==> src/rtl/layer_input_buffer_pkg.sv <==
`default_nettype none
// ============================================================================
// Module      : layer_input_buffer_pkg
// Description : Shared state encoding and width helper for the layer
//               hand-off buffer.
// Revision    : 1.0 - initial release
// ============================================================================
package layer_input_buffer_pkg;

    // FILL: collecting neuron results. FULL: contents frozen for next layer.
    typedef enum logic [0:0] {
        FILL = 1'b0,
        FULL = 1'b1
    } state_e;

    // Address width for n entries; never less than one bit.
    function automatic int clog2_min1(input int n);
        int w;
        w = 1;
        while ((1 << w) < n) begin
            w = w + 1;
        end
        return w;
    endfunction

endpackage : layer_input_buffer_pkg
`default_nettype wire

==> src/rtl/layer_input_buffer_if.sv <==
`default_nettype none
// ============================================================================
// Module      : layer_input_buffer_if
// Description : Write/read/hand-off signal bundle between layer N neurons,
//               the input buffer and layer N+1's neuron controller.
// Revision    : 1.0 - initial release
// ============================================================================
interface layer_input_buffer_if #(
    parameter int CLOG2_NUM_ENTRIES = 1,
    parameter int DATA_WIDTH        = 8
);
    logic                         clk_en;
    logic                         in_ready;
    logic [DATA_WIDTH-1:0]        in_data;
    logic [CLOG2_NUM_ENTRIES-1:0] rd_addr;
    logic [DATA_WIDTH-1:0]        rd_data;
    logic                         layer_valid;
    logic                         consumer_done;
    logic [CLOG2_NUM_ENTRIES-1:0] wr_ptr;
    logic                         overflow;

    // Producer/consumer side: drives writes, read address and release.
    modport master (
        output clk_en, in_ready, in_data, rd_addr, consumer_done,
        input  rd_data, layer_valid, wr_ptr, overflow
    );

    // Buffer side.
    modport slave (
        input  clk_en, in_ready, in_data, rd_addr, consumer_done,
        output rd_data, layer_valid, wr_ptr, overflow
    );
endinterface : layer_input_buffer_if
`default_nettype wire

==> src/rtl/layer_input_buffer_entry_counter.sv <==
`default_nettype none
// ============================================================================
// Module      : layer_input_buffer_entry_counter
// Description : Write-slot counter with enable and synchronous active-low
//               clear; write-side twin of the neuron address counter.
// Revision    : 1.0 - initial release
// ============================================================================
module layer_input_buffer_entry_counter #(
    parameter int WIDTH = 2
) (
    input  wire logic             clk,
    input  wire logic             rst,       // synchronous, active-low
    input  wire logic             clk_en_i,
    input  wire logic             clr_n_i,   // synchronous clear, active-low
    input  wire logic             inc_i,
    output logic [WIDTH-1:0]      count_o
);

    logic [WIDTH-1:0] count_q;
    logic [WIDTH-1:0] count_d;

    // Next count: clear has priority over increment.
    always_comb begin
        count_d = count_q;
        if (!clr_n_i) begin
            count_d = '0;
        end else if (inc_i) begin
            count_d = count_q + WIDTH'(1);
        end
    end

    // Count register; reset is independent of the clock enable.
    always_ff @(posedge clk) begin
        if (!rst) begin
            count_q <= '0;
        end else if (clk_en_i) begin
            count_q <= count_d;
        end
    end

    assign count_o = count_q;

endmodule : layer_input_buffer_entry_counter
`default_nettype wire

==> src/rtl/layer_input_buffer.sv <==
`default_nettype none
// ============================================================================
// Module      : layer_input_buffer
// Description : Collects one layer's neuron results into a register file and
//               serves them to the next layer once full, with a release
//               handshake and a sticky overflow flag.
// Revision    : 1.0 - initial release
// ============================================================================
module layer_input_buffer
    import layer_input_buffer_pkg::*;
#(
    parameter int NUM_ENTRIES       = 2,
    parameter int CLOG2_NUM_ENTRIES = clog2_min1(NUM_ENTRIES),
    parameter int DATA_WIDTH        = 8
) (
    input  wire logic             clk,
    input  wire logic             rst,   // synchronous, active-low
    layer_input_buffer_if.slave   bus
);

    // One extra counter bit so a power-of-two depth never aliases at wrap.
    localparam int                   c_CNT_W = CLOG2_NUM_ENTRIES + 1;
    localparam logic [c_CNT_W-1:0]   c_LAST  = c_CNT_W'(NUM_ENTRIES - 1);

    state_e                  state_q;
    logic                    layer_valid_q;
    logic                    overflow_q;
    logic [DATA_WIDTH-1:0]   mem_q [NUM_ENTRIES];
    logic [c_CNT_W-1:0]      cnt;
    logic                    accept;
    logic                    at_last;
    logic [DATA_WIDTH-1:0]   rd_sel;

    // A sample is stored when filling, or when a release coincides with it
    // (the release wins, so the sample becomes entry 0 of the next fill).
    assign accept  = bus.clk_en & bus.in_ready &
                     ((state_q == FILL) | bus.consumer_done);
    assign at_last = (cnt == c_LAST);

    // In FULL the counter already sits at 0, so a plain release needs no
    // counter action and a release-with-write just increments.
    layer_input_buffer_entry_counter #(
        .WIDTH (c_CNT_W)
    ) u_entry_counter (
        .clk      (clk),
        .rst      (rst),
        .clk_en_i (bus.clk_en),
        .clr_n_i  (~(accept & at_last)),
        .inc_i    (accept & ~at_last),
        .count_o  (cnt)
    );

    // FILL/FULL control with registered layer_valid and sticky overflow.
    always_ff @(posedge clk) begin
        if (!rst) begin
            state_q       <= FILL;
            layer_valid_q <= 1'b0;
            overflow_q    <= 1'b0;
        end else if (bus.clk_en) begin
            unique case (state_q)
                FILL: begin
                    if (accept && at_last) begin
                        state_q       <= FULL;
                        layer_valid_q <= 1'b1;
                    end
                end
                FULL: begin
                    if (bus.consumer_done) begin
                        // Single-entry buffer refills instantly on a
                        // release-with-write.
                        if (!(accept && at_last)) begin
                            state_q       <= FILL;
                            layer_valid_q <= 1'b0;
                        end
                    end else if (bus.in_ready) begin
                        overflow_q <= 1'b1;
                    end
                end
                default: begin
                    state_q       <= FILL;
                    layer_valid_q <= 1'b0;
                end
            endcase
        end
    end

    // Register file write: only the slot addressed by the counter updates.
    always_ff @(posedge clk) begin
        if (!rst) begin
            for (int i = 0; i < NUM_ENTRIES; i++) begin
                mem_q[i] <= '0;
            end
        end else if (accept) begin
            for (int i = 0; i < NUM_ENTRIES; i++) begin
                if (cnt == c_CNT_W'(i)) begin
                    mem_q[i] <= bus.in_data;
                end
            end
        end
    end

    // Zero-latency read mux; addresses beyond the depth return zero.
    always_comb begin
        rd_sel = '0;
        for (int i = 0; i < NUM_ENTRIES; i++) begin
            if ({1'b0, bus.rd_addr} == c_CNT_W'(i)) begin
                rd_sel = mem_q[i];
            end
        end
    end

    assign bus.rd_data     = rd_sel;
    assign bus.wr_ptr      = cnt[CLOG2_NUM_ENTRIES-1:0];
    assign bus.layer_valid = layer_valid_q;
    assign bus.overflow    = overflow_q;

endmodule : layer_input_buffer
`default_nettype wire

==> src/flat_wrapper.sv <==
// flat-port wrapper written by rule: the top's interface ports become plain ports
module layer_input_buffer_flat import layer_input_buffer_pkg::*;
#(
    parameter int NUM_ENTRIES       = 2,
    parameter int CLOG2_NUM_ENTRIES = clog2_min1(NUM_ENTRIES),
    parameter int DATA_WIDTH        = 8
)
  (clk, rst, bus_clk_en, bus_in_ready, bus_in_data, bus_rd_addr, bus_consumer_done, bus_rd_data, bus_layer_valid, bus_wr_ptr, bus_overflow);
  layer_input_buffer_if #(.CLOG2_NUM_ENTRIES(CLOG2_NUM_ENTRIES), .DATA_WIDTH(DATA_WIDTH)) bus_i ();
  input  wire logic clk;
  input  wire logic rst;
  input wire logic [$bits(bus_i.clk_en)-1:0] bus_clk_en;
  input wire logic [$bits(bus_i.in_ready)-1:0] bus_in_ready;
  input wire logic [$bits(bus_i.in_data)-1:0] bus_in_data;
  input wire logic [$bits(bus_i.rd_addr)-1:0] bus_rd_addr;
  input wire logic [$bits(bus_i.consumer_done)-1:0] bus_consumer_done;
  output wire logic [$bits(bus_i.rd_data)-1:0] bus_rd_data;
  output wire logic [$bits(bus_i.layer_valid)-1:0] bus_layer_valid;
  output wire logic [$bits(bus_i.wr_ptr)-1:0] bus_wr_ptr;
  output wire logic [$bits(bus_i.overflow)-1:0] bus_overflow;
  assign bus_i.clk_en = bus_clk_en;
  assign bus_i.in_ready = bus_in_ready;
  assign bus_i.in_data = bus_in_data;
  assign bus_i.rd_addr = bus_rd_addr;
  assign bus_i.consumer_done = bus_consumer_done;
  assign bus_rd_data = bus_i.rd_data;
  assign bus_layer_valid = bus_i.layer_valid;
  assign bus_wr_ptr = bus_i.wr_ptr;
  assign bus_overflow = bus_i.overflow;
  layer_input_buffer #(.NUM_ENTRIES(NUM_ENTRIES), .CLOG2_NUM_ENTRIES(CLOG2_NUM_ENTRIES), .DATA_WIDTH(DATA_WIDTH)) u_core (.clk(clk), .rst(rst), .bus(bus_i));
endmodule
==> config.mk <==
export PLATFORM = sky130hd
export DESIGN_NAME = layer_input_buffer_flat
export DESIGN_NICKNAME = d
export VERILOG_FILES = /design/src/rtl/layer_input_buffer_pkg.sv /design/src/rtl/layer_input_buffer_if.sv /design/src/rtl/layer_input_buffer_entry_counter.sv /design/src/rtl/layer_input_buffer.sv /design/src/flat_wrapper.sv
export SDC_FILE = /design/constraint.sdc
export NUM_CORES = 1
export LEC_CHECK = 0
export CORE_ASPECT_RATIO = 0.8
export CORE_MARGIN = 5
export CORE_UTILIZATION = 41
export CTS_CLUSTER_DIAMETER = 60
export DETAILED_ROUTE_END_ITERATION = 10
export GPL_ROUTABILITY_DRIVEN = 1
export PLACE_DENSITY = 0.77
export SLEW_MARGIN = 10
export SYNTH_ARGS = -nofsm -noshare
export SYNTH_HDL_FRONTEND = slang
export SYNTH_HIERARCHICAL = 1
export SYNTH_SLANG_ARGS = --single-unit
==> constraint.sdc <==
create_clock -name clk -period 1.5 [get_ports clk]
set_input_delay 0.15 -clock clk [delete_from_list [all_inputs] [get_ports clk]]
set_output_delay 0.15 -clock clk [all_outputs]
set_load 0.03 [all_outputs]
; ---- Word level (Yosys, flattened, before mapping)
; Memory sizes are Yosys's and may differ from the RTL's.
; Index checks and enable logic that the tools add are counted.
[op_classes]
add_sub_neg = 1
n_eq_ne = 4
muxes = 21
n_bitwise = 10
n_reduce_logical = 6
[op_table]
columns = op, n
row1 = 8-bit 2-to-1 mux, 3
row2 = 1-bit 2-to-1 mux, 14
row3 = 4-bit AND reduction, 2
row4 = "2-bit inequality test, second input constant", 3
row5 = 1-bit AND, 4
row6 = 2-bit 2-to-1 mux, 2
row7 = 1-bit one-hot mux with 2 select lines, 2
row8 = 1-bit NOT, 3
row9 = 1-bit bitwise OR, 3
row10 = "2-bit by 1-bit adder with 2-bit output, second input constant", 1
row11 = "2-bit by 1-bit equality test with 1-bit output, second input constant", 1
row12 = 2-bit logical NOT, 1
row13 = 2-bit AND reduction, 1
row14 = 2-bit nonzero test, 1
row15 = 1-bit logical AND, 1
[word_totals]
reg_bits = 5
mem_bits_rw = 16
inputBits = 14
word_cells = 47
n_memories = 1
[memory_table]
columns = name, depth, width, read_ports, rd_clocked_by_memory_dff, write_ports, line
row1 = u_core.mem_q, 2, 8, 2, 0, 2, layer_input_buffer.sv:28  ; logic [DATA_WIDTH-1:0] mem_q [NUM_ENTRIES];

; ---- Logic depth before layout (Yosys ltp)
; Gate-level depths: netlist (run 1).
[logic_depth]
word_depth = 7
ltp_mapped = 6

; ---- By module
; Netlist (run 1), hierarchy kept.
[by_module_without_submodules]
columns = mod, instances, cells_each, area_each_um2, seq_area_each_um2
row1 = layer_input_buffer, 1, 55, 812.0, 540.5
row2 = layer_input_buffer_entry_counter, 1, 13, 98.8, 40.0

; ---- Worst setup path before layout (run 1)
; OpenSTA, ideal clock, no wires.
[synth_timing]
path_kind = register -> register
start = register u_core.state_q
end = memory u_core.mem_q[0][0], enable pin
setup_ns = 0.387
t_arrival_ns = 1.235
t_required_ns = 1.113
setup_slack_ns = -0.122
path_stages_with_launch = 4
n_path_buf = 0
period_less_slack_ns = 1.622
path_cell_list = dfxtp_1 > nand2b_1 > nand3_1 > o31ai_1
[synth_lines]
columns = element, line
row1 = start: declaration, layer_input_buffer.sv:25  ; state_e state_q;
row2 = start signal: assignment, layer_input_buffer.sv:56  ; state_q <= FILL;
row3 = start signal: assignment, layer_input_buffer.sv:63  ; state_q <= FULL;
row4 = start signal: assignment, layer_input_buffer.sv:72  ; state_q <= FILL;
row5 = end: declaration, layer_input_buffer.sv:28

; ---- Final worst setup path (run 1)
[layout_timing]
start = register u_core.u_entry_counter.count_q[0], in the netlist u_core/u_entry_counter/count_o[0]
end = register u_core.u_entry_counter.count_q[1], in the netlist u_core/u_entry_counter/count_o[1]
[layout_via]
elab_chain_cells = 5
elab_cells_between_ends = 9
classes_between = add/sub: 1 / eq/ne: 1 / mux: 2 / bitwise: 3 / reduce/logical: 2
[layout_lines]
columns = element, line
row1 = start: declaration, layer_input_buffer_entry_counter.sv:19  ; logic [WIDTH-1:0] count_q;
row2 = start signal: assignment, layer_input_buffer_entry_counter.sv:37  ; count_q <= count_d;
row3 = 2-bit by 1-bit equality test with 1-bit output, layer_input_buffer.sv:38  ; assign at_last = (cnt == c_LAST);
row4 = 1-bit NOT, layer_input_buffer.sv:49  ; .inc_i (accept & ~at_last),
row5 = 1-bit AND, layer_input_buffer.sv:49
row6 = 2-bit nonzero test (no line), -
row7 = 2-bit AND reduction (no line), -
; Parallel ways exist; a longest one is shown, timed or not. The select of a mux whose other input is x is not followed.
; A chain may end at the register's enable or synchronous reset.

==> results of run 1 <==
cells by family after synthesis:
logic type | share of synthesized area
buf+inv | 0.00961
mux | 0.0989
compound gates | 0.0687
flops | 0.637
simple gates | 0.185
flip-flops by register name (all words and copies together), names as in the netlist:
register / count
u_core/mem_q: 16
u_core/u_entry_counter/count_o: 2
u_core/bus.layer_valid: 1
u_core/bus.overflow: 1
u_core/state_q: 1
routing by layer:
layer	vias up	part of all wire	global-route usage
li1	341	-	-
met1	335	0.44	0.144
met2	23	0.50	0.210
met3	4	0.051	0.0389
met4	0	0.0069	0.0530
met5	-	0	0
what timing repair did:
action | 4_1_cts | 5_1_grt
buffers inserted | 0 | 3
setup endpoints to repair | 9 | 12
resized for setup | 41 | 4
pin swaps | 0 | 3
hold buffers | 0 | 0
worst reg2reg max path, stage by stage (launching register included):
cell and delay, ns:
dfxtp_4 0.37, nor2b_2 0.16, nand4_1 0.26, nand4_1 0.21, nor2_1 0.06, o31a_1 0.29
area by class of cell:
type	instances	area, um2	area share
Clock buffer	4	26.3	0.0202
Tap cell	25	31.3	0.0240
Timing Repair Buffer	41	332	0.255
Multi-Input combinational cell	45	324	0.249
Sequential cell	21	584	0.449
Inverter	1	3.75	0.00288
cell usage in the layout (no fill, tap or decap), types with 3 or more instances in the layout:
| master | instances |
|---|---|
| and2_1 | 8 |
| buf_2 | 8 |
| buf_4 | 17 |
| clkbuf_4 | 3 |
| clkdlybuf4s50_1 | 13 |
| dfxtp_1 | 4 |
| edfxtp_1 | 16 |
| mux2_2 | 8 |
| nand2_1 | 5 |
| nor2_1 | 4 |
final timing paths:
check                           cells past startpoint  slack [ns]                                            from                                              to
worst min-delay path                                3        0.46                                             rst                     u_core/state_q$_SDFFE_PN0P_
worst min register to register                      1        0.48                u_core/bus.overflow$_SDFFE_PN0P_                u_core/bus.overflow$_SDFFE_PN0P_
worst max register to register                      5        0.06  u_core/u_entry_counter/count_o[0]$_SDFFE_PN0P_  u_core/u_entry_counter/count_o[1]$_SDFFE_PN0P_
worst max-delay path                                5        0.06  u_core/u_entry_counter/count_o[0]$_SDFFE_PN0P_  u_core/u_entry_counter/count_o[1]$_SDFFE_PN0P_
where the power goes:
part / switching, W / total, W / internal [W]
clock: 0.000155 / 0.000259 / 0.000103
sequential: 0.00000829 / 0.000663 / 0.000655
combinational: 0.000103 / 0.000201 / 0.0000983
synthesized netlist by cell type:
master	number
o21ai_0	1
a21oi_1	2
nand2_1	5
o31a_1	1
nand4_1	2
o31ai_1	1
mux2_2	8
edfxtp_1	16
nand2_2	1
nand3_1	2
a31oi_1	1
and2_1	8
nor2_1	4
nand2b_1	1
buf_2	1
nor2b_1	3
o21a_1	1
a21o_1	1
nor4b_4	1
inv_2	1
dfxtp_1	5
nor3b_1	1
o211a_1	1
through the flow:
step | hold WS (ns) | std cells
final | 0.464 | 137
after global routing | 0.472 | 137
after CTS | 0.455 | 134
after detailed placement | 0.463 | 130
after global placement | 0.457 | 130
after floorplan | 0.268 | 68
==> flow_metrics.tcl, run 1 <==
set metrics [dict create \
    grt_pass1_vias 706 \
    required_ns 1.69 \
    wire_per_inst_um 13.8 \
    dieArea_um2 3270 \
    grt_max_degree 12 \
    grt_pass1_wl_um 3120 \
    setup_viol 0 \
    drc_errors 0 \
    synth_area_leaders "edfxtp_1 (53%), dfxtp_1 (11%), mux2_2 (9.9%)" \
    crit_chain "nor2b_2 > nand4_1 > nand4_1 > nor2_1 > o31a_1" \
    relSlewSlack 0.734 \
    area_delta_synth_final_pct 42.9 \
    p_per_area_nw_per_um2 863 \
    core_area_um2 2140 \
    crit_fanout 6 \
    cts_buffers 3 \
    cp.buffers_inverters 0 \
    ys_types 23 \
    htree_levels 1 \
    drtIter0Drc 16 \
    ir_drop_mv 0.467 \
    hold_path.class "input pin to flop" \
    antenna_found_initial 0 \
    max_freq_mhz 695 \
    stdcell_area_um2 1300 \
    root_buffer "clkbuf_4" \
    finalHoldViolCount 0 \
    final_util 0.608 \
    drt.antenna.violating_nets 0 \
    finalCritPeriodShare 0.960 \
    maxCapViolCount 0 \
    syn_avg_cell_area_um2 13.4 \
    gp_congestion 0.809 \
    leakage_nw 0.584 \
    drt_wl_total_um 1890 \
    critPathCaptureType "flop" \
    status "completed" \
    yosysSeqAreaShare 0.637 \
    synthesis.area_um2 911 \
    io_buffer_count 24 \
    die_x_um 62.7 \
    via_per_inst 5.13 \
    cts_tree "done" \
    num_rows 15 \
    path_clk_slew_ns 0.11 \
    worstSkewPairLatency_ns 0.29 \
    firstDrtPassIters 4 \
    crit_family "simple AND/OR/NAND/NOR gates" \
    drive_above_1_share 0.366 \
    fin_setup_tns_ns 0 \
    worst_setup_path_start_kind "flop" \
    yosysTopAreaCell "edfxtp_1" \
    final-max-slew-violation-count 0 \
    yosysWarnings 6 \
    finalCriticalPeriod_ns 1.44 \
    nets 127 \
    power_w 0.00112 \
    path_class "flop to flop" \
    crit_slowest_cell "dfxtp_4" \
    fp.dieH_um 52.2 \
    fillers 188 \
    vias 703 \
    antenna_cells 0 \
    post-dp-hpwl_um 1380 \
    syn_nets 82 \
    rsz0062_at_grt "false" \
    floorplan.initialDensity 0.426 \
    placed_area_um2 1280 \
    syn_inst 68 \
    yosys_register_bits 21 \
    worst_slew_pin_slew_ns 0.397 \
    synth_top_area_share 0.527 \
    gr-usage-all-layers 0.123 \
    cts_sinks 21 \
    max_stage_delay_ns 0.37 \
    setup_ws_ns 0.0605 \
    pin_count 25 \
    finClkSkew_ns 0.00270 \
    grt.overflow.total 0 \
    worstPathArrival_ns 1.63 \
    post-place-ws_ns -0.349 \
    clk_path_buf_depth 2 \
    critPathMostFrequentCell "nand4_1" \
]
Power figures use the tool's default switching activity.
==> run 2: changes to the inputs <==
--- a/config.mk
+++ b/config.mk
@@ -5,6 +5,7 @@
 export SDC_FILE = /design/constraint.sdc
 export NUM_CORES = 1
 export LEC_CHECK = 0
+export ABC_CLOCK_PERIOD_IN_PS = 1500
 export CORE_ASPECT_RATIO = 0.8
 export CORE_MARGIN = 5
 export CORE_UTILIZATION = 41
==> results of run 2 <==
The final DEF is identical to that of run 1; final timing and power are the same.
==> run 3: changes to the inputs <==
--- a/config.mk
+++ b/config.mk
@@ -6,9 +6,11 @@
 export NUM_CORES = 1
 export LEC_CHECK = 0
 export ABC_CLOCK_PERIOD_IN_PS = 1500
+export CELL_PAD_IN_SITES_DETAIL_PLACEMENT = 1
+export CELL_PAD_IN_SITES_GLOBAL_PLACEMENT = 1
 export CORE_ASPECT_RATIO = 0.8
 export CORE_MARGIN = 5
-export CORE_UTILIZATION = 41
+export CORE_UTILIZATION = 33
 export CTS_CLUSTER_DIAMETER = 60
 export DETAILED_ROUTE_END_ITERATION = 10
 export GPL_ROUTABILITY_DRIVEN = 1
==> run 3 against run 2 <==
  * Maximum frequency rose by 0.42%
  * First-iteration DRC count unchanged
  * Clock skew is 0.0041 ns higher
  * Sequential share of layout area down 0.26 points
  * Largest cell class unchanged
  * Count of clock-buffer cells in the layout fell by 1
  * Core utilization down 12 points
  * Hold slack worse by 0.013 ns
  * Critical path type is now input pin to output pin
  * Die area up 20%
  * Critical endpoint is now bus_rd_data[7]
  * Power rose by 1.7%
  * Design area grew 0.58%
  * Register-to-register slack improved by 0.04 ns
==> flow_metrics.tcl, run 3 (synthesis results as in run 1) <==
set metrics [dict create \
    required_ns 1.35 \
    final-max-slew-violation-count 0 \
    die_x_um 68.7 \
    ff_latch_area_um2 584 \
    hold_path.class "input pin to flop" \
    drt_wl_total_um 2010 \
    finalCritPeriodShare 0.956 \
    area_delta_synth_final_pct 43.7 \
    hold_ws_ns 0.451 \
    cts_tree "done" \
    relSlewSlack 0.724 \
    drc_errors 0 \
    via_per_inst 4.65 \
    largest_reg_flops 16 \
    leakage_nw 0.549 \
    crit_fanout 5 \
    worst_setup_path_start_kind "input pin" \
    path_class "input pin to output pin" \
    nets 124 \
    fin_setup_tns_ns 0 \
    power_w 0.00114 \
    fp.dieH_um 57.0 \
    gr-usage-all-layers 0.109 \
    fillers 307 \
    cts_sinks 21 \
    path_clk_slew_ns 0.12 \
    setup_viol 0 \
    worstPathArrival_ns 1.28 \
    gp_congestion 0.795 \
    maxCapViolCount 0 \
    grt.overflow.total 0 \
    dieArea_um2 3920 \
    vias 684 \
    clk_path_buf_depth 2 \
    pin_count 25 \
    worstSkewPairLatency_ns 0.31 \
    core_area_um2 2700 \
    final_util 0.484 \
    grt_pass1_wl_um 3190 \
    drtIter0Drc 16 \
    drt.antenna.violating_nets 0 \
    p_per_area_nw_per_um2 873 \
    status "completed" \
    final_cell_mix "edfxtp_1 (16), clkdlybuf4s50_1 (13), buf_4 (13)" \
    finalCriticalPeriod_ns 1.43 \
    p_int_w 0.000852 \
    io_buffer_count 24 \
    worst_slew_pin_slew_ns 0.413 \
    final_common_cell "edfxtp_1" \
    wire_per_inst_um 13.7 \
    root_buffer "clkbuf_4" \
    grt_max_degree 13 \
    antenna_found_initial 0 \
    critPathCaptureType "output pin" \
    final_cells 147 \
    p_switching_w 0.000290 \
    floorplan.initialDensity 0.337 \
    largest-register "u_core/mem_q" \
    pwr-share-comb 0.175 \
    max_freq_mhz 698 \
    antenna_cells 0 \
    htree_levels 1 \
    rr_worst_depth 5 \
    finalHoldViolCount 0 \
    post-dp-hpwl_um 1460 \
    p_clk_frac 0.243 \
    drive_above_1_share 0.367 \
    firstDrtPassIters 4 \
    dp_cells 142 \
    hold_depth 3 \
    grt_pass1_vias 738 \
    seqPwrFrac 0.582 \
    ir_drop_mv 0.453 \
    cts_buffers 3 \
    multi_input_area_um2 332 \
    swShare 0.254 \
    finClkSkew_ns 0.00676 \
    num_rows 17 \
]
run 3: cell types whose count changed in the layout (fill, tap and decap cells not counted), sizes merged:
cell          before  now
dlygate4sd2        1    3
clkinv             0    1
buf               25   22
dlymetal6s2s       2    0
clkbuf             4    3
run 3: worst paths after layout:
path,start,to,slack (ns)
worst max-delay path,bus_rd_addr,bus_rd_data[7],0.07
worst min-delay path,rst,u_core/state_q$_SDFFE_PN0P_,0.45
worst max register to register,u_core/u_entry_counter/count_o[0]$_SDFFE_PN0P_,u_core/u_entry_counter/count_o[1]$_SDFFE_PN0P_,0.10
worst min register to register,u_core/bus.overflow$_SDFFE_PN0P_,u_core/bus.overflow$_SDFFE_PN0P_,0.48
run 3: cell type report:
type / count / share of cell area
flip-flops and latches: 21 / 0.446
multi-input cells: 45 / 0.253
repair buffers: 38 / 0.240
well taps: 38 / 0.0363
clock buffers: 3 / 0.0172
clock inverters: 1 / 0.00382
inverters: 1 / 0.00287
run 3: through the flow:
stage / worst slack [ns] / cell area, um2
6_report: 0.0665 / 1310
5_1_grt: -0.0121 / 1310
4_1_cts: -0.0637 / 1290
3_5_place_dp: -0.362 / 1310
3_3_place_gp: -0.350 / 1310
2_1_floorplan: -0.122 / 912
run 3: critical path: stages:
cell and delay [ns]:
clkdlybuf4s50_1 0.48, buf_4 0.14, mux2_2 0.33, buf_2 0.18
run 3: power groups by stage:
stage	Sequential (W)	Combinational (W)	Clock [W]
after detailed placement	0.000679	0.000217	0
final	0.000665	0.000200	0.000277
after global placement	0.000677	0.000214	0
after CTS	0.000666	0.000201	0.000295
after global routing	0.000669	0.000215	0.000324
after floorplan	0.000681	0.0000947	0
run 3: layer usage:
metal  track usage  vias to the layer above  part of all wire
li1              -                      335                 -
met1         0.127                      327              0.41
met2         0.182                       20              0.52
met3        0.0472                        2             0.074
met4        0.0250                        0            0.0040
met5             0                        -                 0
run 3: timing repair:
action,4_1_cts,5_1_grt
setup endpoints to repair,11,11
hold buffers,0,0
buffers inserted,0,1
gates cloned,0,0
pin swaps,0,3
resized for setup,41,6
